[src/rtl/pipe_pkg.sv]
// rtl/pipe_pkg.sv - shared state encoding and ID/EX payload layout
package pipe_pkg;

   typedef enum logic [1:0] {
      ST_EMPTY = 2'd0,
      ST_FULL  = 2'd1,
      ST_SKID  = 2'd2
   } state_t;

   localparam int CTRL_W   = 11;
   localparam int WR_W     = 5;
   localparam int EXT_W    = 16;
   localparam int WORD_W   = 32;

   localparam int CTRL_OFF = 0;
   localparam int WR_OFF   = CTRL_OFF + CTRL_W;
   localparam int EXT_OFF  = WR_OFF + WR_W;
   localparam int RD2_OFF  = EXT_OFF + EXT_W;
   localparam int RD1_OFF  = RD2_OFF + WORD_W;
   localparam int PC4_OFF  = RD1_OFF + WORD_W;
   localparam int PC_OFF   = PC4_OFF + WORD_W;
   localparam int IDEX_W   = PC_OFF + WORD_W;

   function automatic logic [IDEX_W-1:0] idex_pack(
      input logic [WORD_W-1:0] pc,
      input logic [WORD_W-1:0] pc4,
      input logic [WORD_W-1:0] rd1,
      input logic [WORD_W-1:0] rd2,
      input logic [EXT_W-1:0]  ext,
      input logic [WR_W-1:0]   wr,
      input logic [CTRL_W-1:0] ctrl
   );
      return {pc, pc4, rd1, rd2, ext, wr, ctrl};
   endfunction

   function automatic logic [WORD_W-1:0] idex_pc(input logic [IDEX_W-1:0] p);
      return p[PC_OFF +: WORD_W];
   endfunction

   function automatic logic [WR_W-1:0] idex_wr(input logic [IDEX_W-1:0] p);
      return p[WR_OFF +: WR_W];
   endfunction

   function automatic logic [CTRL_W-1:0] idex_ctrl(input logic [IDEX_W-1:0] p);
      return p[CTRL_OFF +: CTRL_W];
   endfunction

endpackage

[src/rtl/sat_counter.sv]
// rtl/sat_counter.sv - saturating up-counter with synchronous clear
module sat_counter #(
   parameter int WIDTH = 32
) (
   input  logic             clk,
   input  logic             rst_n,
   input  logic             inc,
   input  logic             clr,
   output logic [WIDTH-1:0] count
);

   logic [WIDTH-1:0] r_count;

   always_ff @(posedge clk or negedge rst_n) begin
      if (!rst_n) begin
         r_count <= '0;
      end else if (clr) begin
         r_count <= '0;
      end else if (inc && (r_count != '1)) begin
         r_count <= r_count + WIDTH'(1);
      end
   end

   assign count = r_count;

endmodule

[src/rtl/pipe_skid_reg.sv]
// rtl/pipe_skid_reg.sv - valid/ready pipeline stage with optional skid entry
module pipe_skid_reg
   import pipe_pkg::*;
#(
   parameter int DATA_W = 160,
   parameter int SKID   = 1,
   parameter int CNT_W  = 32
) (
   input  logic              cpu_clk,
   input  logic              cpu_rstn,
   input  logic              flush,
   input  logic              in_valid,
   output logic              in_ready,
   input  logic [DATA_W-1:0] in_data,
   output logic              out_valid,
   input  logic              out_ready,
   output logic [DATA_W-1:0] out_data,
   output logic [1:0]        occ,
   output logic [CNT_W-1:0]  stall_cnt,
   input  logic              stall_clr
);

   localparam logic USE_SKID = (SKID != 0);

   state_t            r_state;
   state_t            w_state_nxt;
   logic              r_in_ready;
   logic [DATA_W-1:0] r_main;
   logic [DATA_W-1:0] r_skid;

   logic w_in_ready;
   logic w_out_valid;
   logic w_in_fire;
   logic w_out_fire;
   logic w_load_main;
   logic w_load_skid;
   logic w_main_from_skid;
   logic w_stall_inc;

   assign w_out_valid = (r_state != ST_EMPTY);
   // Skid build takes in_ready from a flop so upstream never sees out_ready.
   assign w_in_ready  = USE_SKID ? r_in_ready : (!w_out_valid || out_ready);
   assign w_in_fire   = in_valid && w_in_ready;
   assign w_out_fire  = w_out_valid && out_ready;

   always_comb begin
      w_state_nxt      = r_state;
      w_load_main      = 1'b0;
      w_load_skid      = 1'b0;
      w_main_from_skid = 1'b0;
      case (r_state)
         ST_EMPTY: begin
            if (w_in_fire) begin
               w_load_main = 1'b1;
               w_state_nxt = ST_FULL;
            end
         end
         ST_FULL: begin
            if (w_in_fire && w_out_fire) begin
               w_load_main = 1'b1;
            end else if (w_in_fire && USE_SKID) begin
               w_load_skid = 1'b1;
               w_state_nxt = ST_SKID;
            end else if (w_out_fire) begin
               w_state_nxt = ST_EMPTY;
            end
         end
         ST_SKID: begin
            if (w_out_fire) begin
               w_load_main      = 1'b1;
               w_main_from_skid = 1'b1;
               w_state_nxt      = ST_FULL;
            end
         end
         default: w_state_nxt = ST_EMPTY;
      endcase
      // Handshakes still complete under flush, but nothing is retained.
      if (flush) begin
         w_state_nxt = ST_EMPTY;
         w_load_main = 1'b0;
         w_load_skid = 1'b0;
      end
   end

   always_ff @(posedge cpu_clk or negedge cpu_rstn) begin
      if (!cpu_rstn) begin
         r_state    <= ST_EMPTY;
         r_in_ready <= 1'b1;
      end else begin
         r_state    <= w_state_nxt;
         r_in_ready <= (w_state_nxt != ST_SKID);
      end
   end

   always_ff @(posedge cpu_clk or negedge cpu_rstn) begin
      if (!cpu_rstn) begin
         r_main <= '0;
         r_skid <= '0;
      end else begin
         if (w_load_main) begin
            r_main <= w_main_from_skid ? r_skid : in_data;
         end
         if (w_load_skid) begin
            r_skid <= in_data;
         end
      end
   end

   assign w_stall_inc = w_out_valid && !out_ready;

   sat_counter #(
      .WIDTH (CNT_W)
   ) u_stall_cnt (
      .clk   (cpu_clk),
      .rst_n (cpu_rstn),
      .inc   (w_stall_inc),
      .clr   (stall_clr),
      .count (stall_cnt)
   );

   assign in_ready  = w_in_ready;
   assign out_valid = w_out_valid;
   assign out_data  = r_main;
   assign occ       = r_state;

endmodule

[config.mk]
export PLATFORM = sky130hd
export DESIGN_NAME = pipe_skid_reg
export DESIGN_NICKNAME = d
export VERILOG_FILES = /design/src/rtl/pipe_pkg.sv /design/src/rtl/sat_counter.sv /design/src/rtl/pipe_skid_reg.sv
export SDC_FILE = /design/constraint.sdc
export NUM_CORES = 1
export LEC_CHECK = 0
export ABC_CLOCK_PERIOD_IN_PS = 2650
export BUFFER_PORTS_ARGS = -buffer_cell sky130_fd_sc_hd__clkbuf_2
export CORE_ASPECT_RATIO = 2
export CORE_MARGIN = 3
export CORE_UTILIZATION = 45
export CTS_BUF_LIST = sky130_fd_sc_hd__clkbuf_4
export DETAILED_ROUTE_END_ITERATION = 10
export PLACE_DENSITY_LB_ADDON = 0.25
export SYNTH_ARGS = -nofsm -noshare
export SYNTH_HDL_FRONTEND = slang
export SYNTH_SLANG_ARGS = --single-unit
[constraint.sdc]
create_clock -name cpu_clk -period 2.65 [get_ports cpu_clk]
set_input_delay 0.53 -clock cpu_clk [delete_from_list [all_inputs] [get_ports cpu_clk]]
set_output_delay 0.53 -clock cpu_clk [all_outputs]
set_load 0.01 [all_outputs]
# Word level (Yosys, flattened, before mapping)
# Index checks and enable logic that the tools add are counted.
# word_totals
out_inout_bits,196
reg_bits,355
# classes
addsub,1
eq_ne,4
n_reduce_logical,9
muxes,19
# op_table
cell,n
$mux W160,1
$mux W32,2
$add A32 B1 Y32 const B,1
$ne A32 B32 Y1 const B,1
$mux W2,6
$mux W1,8
$pmux W2 S3,1
$logic_and A1 B1 Y1,5
$reduce_bool A2 Y1,2
$pmux W1 S3,1
$eq A2 B1 Y1 const B,1
$eq A2 B2 Y1 const B,1
$logic_not A2 Y1,1
$ne A2 B2 Y1 const B,1
$logic_not A1 Y1,1

# Longest topological paths before layout
# Gate-level depths: netlist of run 1.
# logic_depth
depth_word,8
mapped_depth,8

# Modules after synthesis
# From an unflattened synthesis of run 1, not the netlist that was laid out.
# unflattened
hier_cells,1102
hier_area_um2,15117.0
# by_module_without_submodules
mod,cells_per_inst,n_inst,area_per_inst_um2
pipe_skid_reg,908,1,13306.5
sat_counter,194,1,1810.5

# Worst setup path after synthesis of run 1
# OpenSTA, ideal clock, no wires.
# synth_timing
path_type,input port to flip-flop
startpoint,input port out_ready
endpoint,"register u_stall_cnt.r_count[20], in the netlist u_stall_cnt.count[20]"
path_slack_ns,0.214
required_ns,2.522
cell_stages,7
setup_time_ns,0.128
n_path_buf,2
arrival_time_ns,2.309
cell_sequence,clkbuf_1 -> o21bai_1 -> or4_1 -> buf_2 -> or3_4 -> nor3_2 -> mux2_1
# synth_via
elab_chain_len,4
# synth_rtl
element,line,text
"start, declared",pipe_skid_reg.sv:16,"input logic out_ready,"
$logic_not A1 Y1,pipe_skid_reg.sv:109,assign w_stall_inc = w_out_valid && !out_ready;
$logic_and A1 B1 Y1,pipe_skid_reg.sv:109,
$logic_and A1 B1 Y1,sat_counter.sv:19,end else if (inc && (r_count != '1)) begin
$reduce_bool A2 Y1 (no line),--,
"end signal, assigned",sat_counter.sv:20,r_count <= r_count + WIDTH'(1);
"end, declared",sat_counter.sv:12,logic [WIDTH-1:0] r_count;
# No other way between the ends.
# A chain may end at the register's enable or synchronous reset.

# Final worst setup path of run 1
# layout_timing
startpoint,"register u_stall_cnt.r_count[0], in the netlist u_stall_cnt.count[0]"
endpoint,"register u_stall_cnt.r_count[20], in the netlist u_stall_cnt.count[20]"
# layout_via
elab_chain_len,3
word_cells_on_any_way,6
cone_classes,add/sub: 1; eq/ne: 1; mux: 2; reduce/logical: 2
# layout_rtl
element,line
$add A32 B1 Y32 or $ne A32 B32 Y1 (tied branches),"sat_counter.sv:20, sat_counter.sv:19"
$mux W32 or $logic_and A1 B1 Y1 (tied branches),sat_counter.sv:19
$mux W32 or $reduce_bool A2 Y1 (tied branches),--
# Parallel ways exist; a longest one is shown, timed or not. The select of a mux whose other input is x is not followed.

==> impl_metrics.yaml, run 1 <==
status:
  status: "completed"
yosys:
  syn_nets: 1424
  synth.distinct_cells: 49
  synth_most_common_cell: "dfrtp_1"
  synth_top_family_by_area: "multiplexers"
  syn_inst: 1257
  synth_xor_area_share_pct: 0.462
  yosys_warnings: 0
  ys_top_cells_by_area: "dfrtp_1, mux2_2, mux2i_1"
  muxShareOfSynthArea_pct: 23.0
  synth-compound-area-share_pct: 7.40
  yosys.area.top_type: "dfrtp_1"
  ys_ff_latch: 355
  synth_edf_count: 0
  async_reset_ff_share_pct: 100
  synth.cell_area_sq_mm: 0.0152
  avgSynthCellArea_sq_um: 12.1
  synthFlopType: "dfrtp_1"
  synth_commonest_cells: "dfrtp_1, nor2_1, a21oi_1, mux2_2, mux2i_1"
  synth_top_area_share_pct: 58.4
  yosysSeqAreaShare_pct: 58.6
  synth-simple-area-share_pct: 8.19
  synthAdderAreaFrac_pct: 0.0825
worst_setup_path:
  crit_buf_inv: 0
  path_max_fanout: 6
  start_kind: "flop"
  r2r_cells: 6
  crit_required_ns: 3.25
  crit_chain: "ha_1 -> nand3_2 -> or4_1 -> or3_4 -> nor3_2 -> mux2_1"
  crit_type: "flop to flop"
  path_depth: 6
  cpMaxStageDelayCell: "or4_1"
  cp.arrival_ns: 3.06
  endpoint_kind: "flop"
  slowest_delay_ns: 0.58
  crit_family: "simple AND/OR/NAND/NOR gates"
timing:
  hold_slack_ns: 0.0825
  worstMarginPinSlew_ns: 0.983
  final_max_slew_viol_count: 0
  skew_ns: 0.0494
  fmax_mhz: 405
  finalCriticalPeriod_ns: 2.47
  setup_tns_ns: 0
  fin_crit_sh_pct: 93.1
  finalHoldViolCount: 0
  slew_headroom_pct: 34.5
  rsz0062_at_grt: "no"
  setup_violations: 0
drt:
  viasPerCell: 5.22
  wl_met1_mm: 14.8
  wire_per_inst_um: 18.1
  postRouteAntennaNets: 0
  routed_wl_mm: 41.0
  vias: 11900
  top_layer: "met5"
  wl_met2_mm: 21.7
  drt_pass1_iterations: 5
  drt_iter0_drc: 441
  drc: 0
  dr_wl_met3_mm: 2.38
grt:
  grt_max_degree: 161
  grt_pass1_wl_mm: 64.9
  grt_overflow: 0
  grt_pass1_vias: 12400
  antenna_found_initial: 4
  grtUsageTotal_pct: 22.7
power_and_ir_drop:
  power_frac_clock_pct: 29.0
  p_seq_share_pct: 51.3
  p_int_mw: 10.1
  cellLeakagePower_nw: 10.2
  p_sw_mw: 4.11
  comb_power_share_pct: 19.6
  switching_share_pct: 28.9
  power_mw: 14.2
  power_density_mw_per_mm2: 715
  worst_ir_drop_vdd_v: 0.000501
floorplan:
  die_area_sq_mm: 0.0361
  die_w_um: 136
  die_y_um: 266
  design.core.area_sq_mm: 0.0330
  num_rows: 94
  start_util_pct: 45.9
  io_pins: 362
clocking:
  numCtsBuffers: 82
  htreeDepth: 3
  clkLatencyLatePin_ns: 0.73
  clock_sinks: 355
  root_buffer: "clkbuf_4"
  cts_resized: 0
  clkTransAtPathRegs_ns: 0.08
  clk_path_buf_depth: 3
  cts_tree: "built"
placement:
  numPlacedInstances: 2005
  place_area_sq_mm: 0.0177
  portBuffers: 361
  dp_hpwl_mm: 27.5
  place.gp.congestion: 0.836
finish:
  final_area_sq_mm: 0.0199
  synthToLayoutAreaGrowth_pct: 31.2
  nFillCells: 2720
  layout.nets: 1949
  final_cells: 2271
  layout-drive-gt1-share_pct: 38.3
hold_path:
  hold_depth: 2
  hold_path.class: "input pin to flop"
flow_run:
  drv_cap: 0
## through the flow
stage	worst slack (ns)	util, %
CTS	0.214	60.2
finish	0.182	60.2
detailed placement	0.0792	53.4
global route	0.00925	60.2
global placement	0.176	53.4
floorplan	0.214	-
## cell type report
type                    count  area, sq um  area share, %
diodes                      3         7.51         0.0377
well taps                 432          541           2.72
flip-flops and latches    355         8880           44.7
repair buffers            523         3510           17.6
inverters                   8         30.0          0.151
multi-input cells         812         5950           29.9
clock inverters            21         97.6          0.491
clock buffers             117          878           4.41
## layout by cell type, fill, tap and decap left out, types with 3 or more instances in the layout
master         synthesis  final
nand3_1                8      8
a21oi_1              175    174
mux2_2               163    163
o21ba_2                3      3
nor3_1                 6      6
dlygate4sd3_1          0    125
nor2b_1                6      6
clkbuf_2               0    360
or4_1                  7      7
nand4_2                3      3
nand4_1                8      8
mux2i_1              162    162
dfrtp_1              354    354
a211oi_1               5      5
diode_2                0      3
nor2_1               183    183
nand2_1               12     11
clkbuf_4               0    117
o31ai_1                8      8
inv_1                  8      8
buf_4                  1     24
clkinv_1               0     14
nor4_1                10     10
xor2_1                 3      3
xnor2_1                5      5
buf_12                 0     13
or3_1                  8      8
o21ai_0                5      5
## layer usage
| metal | global-route usage (%) | vias up |
|---|---|---|
| met5 | 0 | - |
| met4 | 12.5 | 6 |
| met3 | 5.83 | 122 |
| met2 | 40.3 | 384 |
| met1 | 24.1 | 5788 |
| li1 | - | 5558 |
## what timing repair did
item,4_1_cts,5_1_grt
endpoints found under the hold margin,185,0
hold buffers,125,0
setup buffers,0,0
setup endpoints to repair,0,0
## registers in the layout, summed over array words and instances, names as in the netlist
| register | cells |
|---|---|
| u_stall_cnt.count | 32 |
| r_skid | 160 |
| out_data | 160 |
| occ | 2 |
| in_ready | 1 |
## power by group through the flow
stage                     Clock (mW)  Combinational (mW)  Sequential (mW)
final                           4.13                2.79             7.31
after global routing            4.58                3.08             7.44
after CTS                       4.31                2.82             7.30
after detailed placement           0                2.66             7.39
after global placement             0                2.58             7.33
after floorplan                    0                1.31             7.45
## worst reg2reg max path, cell delays in order, from the launching register on
cell and delay [ns]:
dfrtp_1 0.43, ha_1 0.21, nand3_2 0.17, or4_1 0.58, or3_4 0.44, nor3_2 0.20, mux2_1 0.35
## cells by family (layout without fill, tap and decap cells)
group           Yosys count  count (layout)
flops                   355             355
mux                     327             327
simple gates            269             269
compound gates          207             207
buf+inv                  90             669
xor+xnor                  8               8
fa+ha+maj                 1               1
other cells               0               3
## worst paths after layout
path | startpoint | endpoint | slack [ns]
worst max-delay path | u_stall_cnt.count[0] | u_stall_cnt.count[20] | 0.18
worst min-delay path | in_data[120] | r_skid[120] | 0.08
worst max register to register | u_stall_cnt.count[0] | u_stall_cnt.count[20] | 0.18
worst min register to register | r_skid[155] | r_skid[155] | 0.50
max in group asynchronous | cpu_rstn | r_skid[98] | 1.43
min in group asynchronous | cpu_rstn | out_data[19] | 0.39
Note: power is estimated with default switching activity, not from simulation.
==> run 2: changes to the inputs <==
Settings changed: CORE_ASPECT_RATIO 2 to not set, SLEW_MARGIN set to 40.
==> impl_metrics.yaml, run 2 (synthesis results as in run 1) <==
status:
  status: "completed"
placement:
  place.gp.congestion: 0.843
  pre_cts_slack_ns: 0.145
  portBuffers: 361
  dp_hpwl_mm: 24.6
clocking:
  clk_path_buf_depth: 3
  clkTransAtPathRegs_ns: 0.06
  cts_resized: 0
  clock_sinks: 355
  cts_tree: "built"
  clkLatencyLatePin_ns: 0.75
  cts_hold_buf: 161
  htreeDepth: 3
  numCtsBuffers: 94
  root_buffer: "clkbuf_4"
  post_cts_buffers: 0
power_and_ir_drop:
  worst_ir_drop_vdd_v: 0.000539
  cellLeakagePower_nw: 10.5
  power_density_mw_per_mm2: 722
finish:
  nFillCells: 2621
  layout_commonest_cell: "clkbuf_2"
  synthToLayoutAreaGrowth_pct: 35.2
  layout-drive-gt1-share_pct: 38.7
  layout_common_cells: "clkbuf_2, dfrtp_1, nor2_1"
  layout.nets: 1999
timing:
  worstMarginPinSlew_ns: 0.783
  hold_slack_ns: 0.120
  finalHoldViolCount: 0
  final_max_slew_viol_count: 0
  rsz0062_at_grt: "no"
  setup_violations: 0
  finalCriticalPeriod_ns: 2.42
  slew_headroom_pct: 47.8
  fin_crit_sh_pct: 91.2
  setup_ws_ns: 0.233
  skew_ns: 0.0461
  fmax_mhz: 414
  setup_tns_ns: 0
drt:
  postRouteAntennaNets: 0
  routed_wl_mm: 38.9
  vias: 11800
  wire_per_inst_um: 16.6
  drt_iter0_drc: 561
  drc: 0
  viasPerCell: 5.06
  drt_pass1_iterations: 4
worst_setup_path:
  path_max_fanout: 8
  crit_required_ns: 3.25
  cp.arrival_ns: 3.01
  slowest_delay_ns: 0.63
  start_kind: "flop"
  crit_type: "flop to flop"
  crit_chain: "nand3_1 -> or4_1 -> o31ai_2 -> buf_4 -> xor2_1 -> nor2_1"
  endpoint_kind: "flop"
  cpMaxStageDelayCell: "o31ai_2"
  r2r_cells: 6
grt:
  grt_pass1_vias: 12400
  grt_max_degree: 123
  grtUsageTotal_pct: 21.6
  antenna_found_initial: 2
  grt_pass1_wl_mm: 63.0
  grt_overflow: 0
floorplan:
  die_w_um: 190
  start_util_pct: 46.1
  design.core.area_sq_mm: 0.0329
  io_pins: 362
  die_area_sq_mm: 0.0359
  die_y_um: 190
  num_rows: 66
hold_path:
  hold_path.class: "input pin to flop"
  hold_depth: 2
flow_run:
  drv_cap: 0
-- run 2: worst paths after layout --
check / from / end / slack (ns)
worst max-delay path: u_stall_cnt.count[21] / u_stall_cnt.count[11] / 0.23
max in group asynchronous: cpu_rstn / r_skid[132] / 1.55
min in group asynchronous: cpu_rstn / out_data[33] / 0.31
worst min register to register: r_skid[44] / r_skid[44] / 0.50
worst max register to register: u_stall_cnt.count[21] / u_stall_cnt.count[11] / 0.23
worst min-delay path: in_data[149] / r_skid[149] / 0.12
-- run 2: critical path, delay by kind of cell, from the launching register on --
family / cells / cell delay, ns
AND/OR/NAND/NOR: 3 / 0.81
XOR/XNOR: 1 / 0.14
AO/OA/AOI/OAI: 1 / 0.63
flip-flops: 1 / 0.43
buffers and inverters: 1 / 0.25
-- run 2: per-layer routing --
layer	routed length [um]	part of all wire [%]	track usage [%]
met1	16300	42	26.2
met2	18400	47	35.3
met3	3050	7.8	7.44
met4	1130	2.9	8.87
met5	0	0	0
-- run 2: metrics by stage --
stage	power, mW	area [sq um]	cells	utilization, %
finish	14.8	20500	2343	62.4
global route	15.7	20500	2342	62.4
CTS	15.0	20500	2340	62.3
detailed placement	9.98	17700	2017	53.9
global placement	9.84	17700	2017	53.9
floorplan	8.77	15200	1257	-
-- run 2: where the power goes --
group          total (mW)  internal, mW  leakage (nW)  switching, mW
registers            7.28          6.64          4.21          0.634
logic                2.82          1.48          5.61           1.34
clock network        4.70          2.52         0.717           2.18
total                14.8          10.6          10.5           4.16
-- run 2: layout make-up --
class                   count  area, sq um  area share, %
flip-flops and latches    355         8880           43.3
multi-input cells         812         5950           29.0
repair buffers            561         3910           19.1
clock buffers             149         1120           5.46
well taps                 442          553           2.70
clock inverters            13         48.8          0.238
inverters                   8         30.0          0.146
diodes                      3         7.51         0.0366
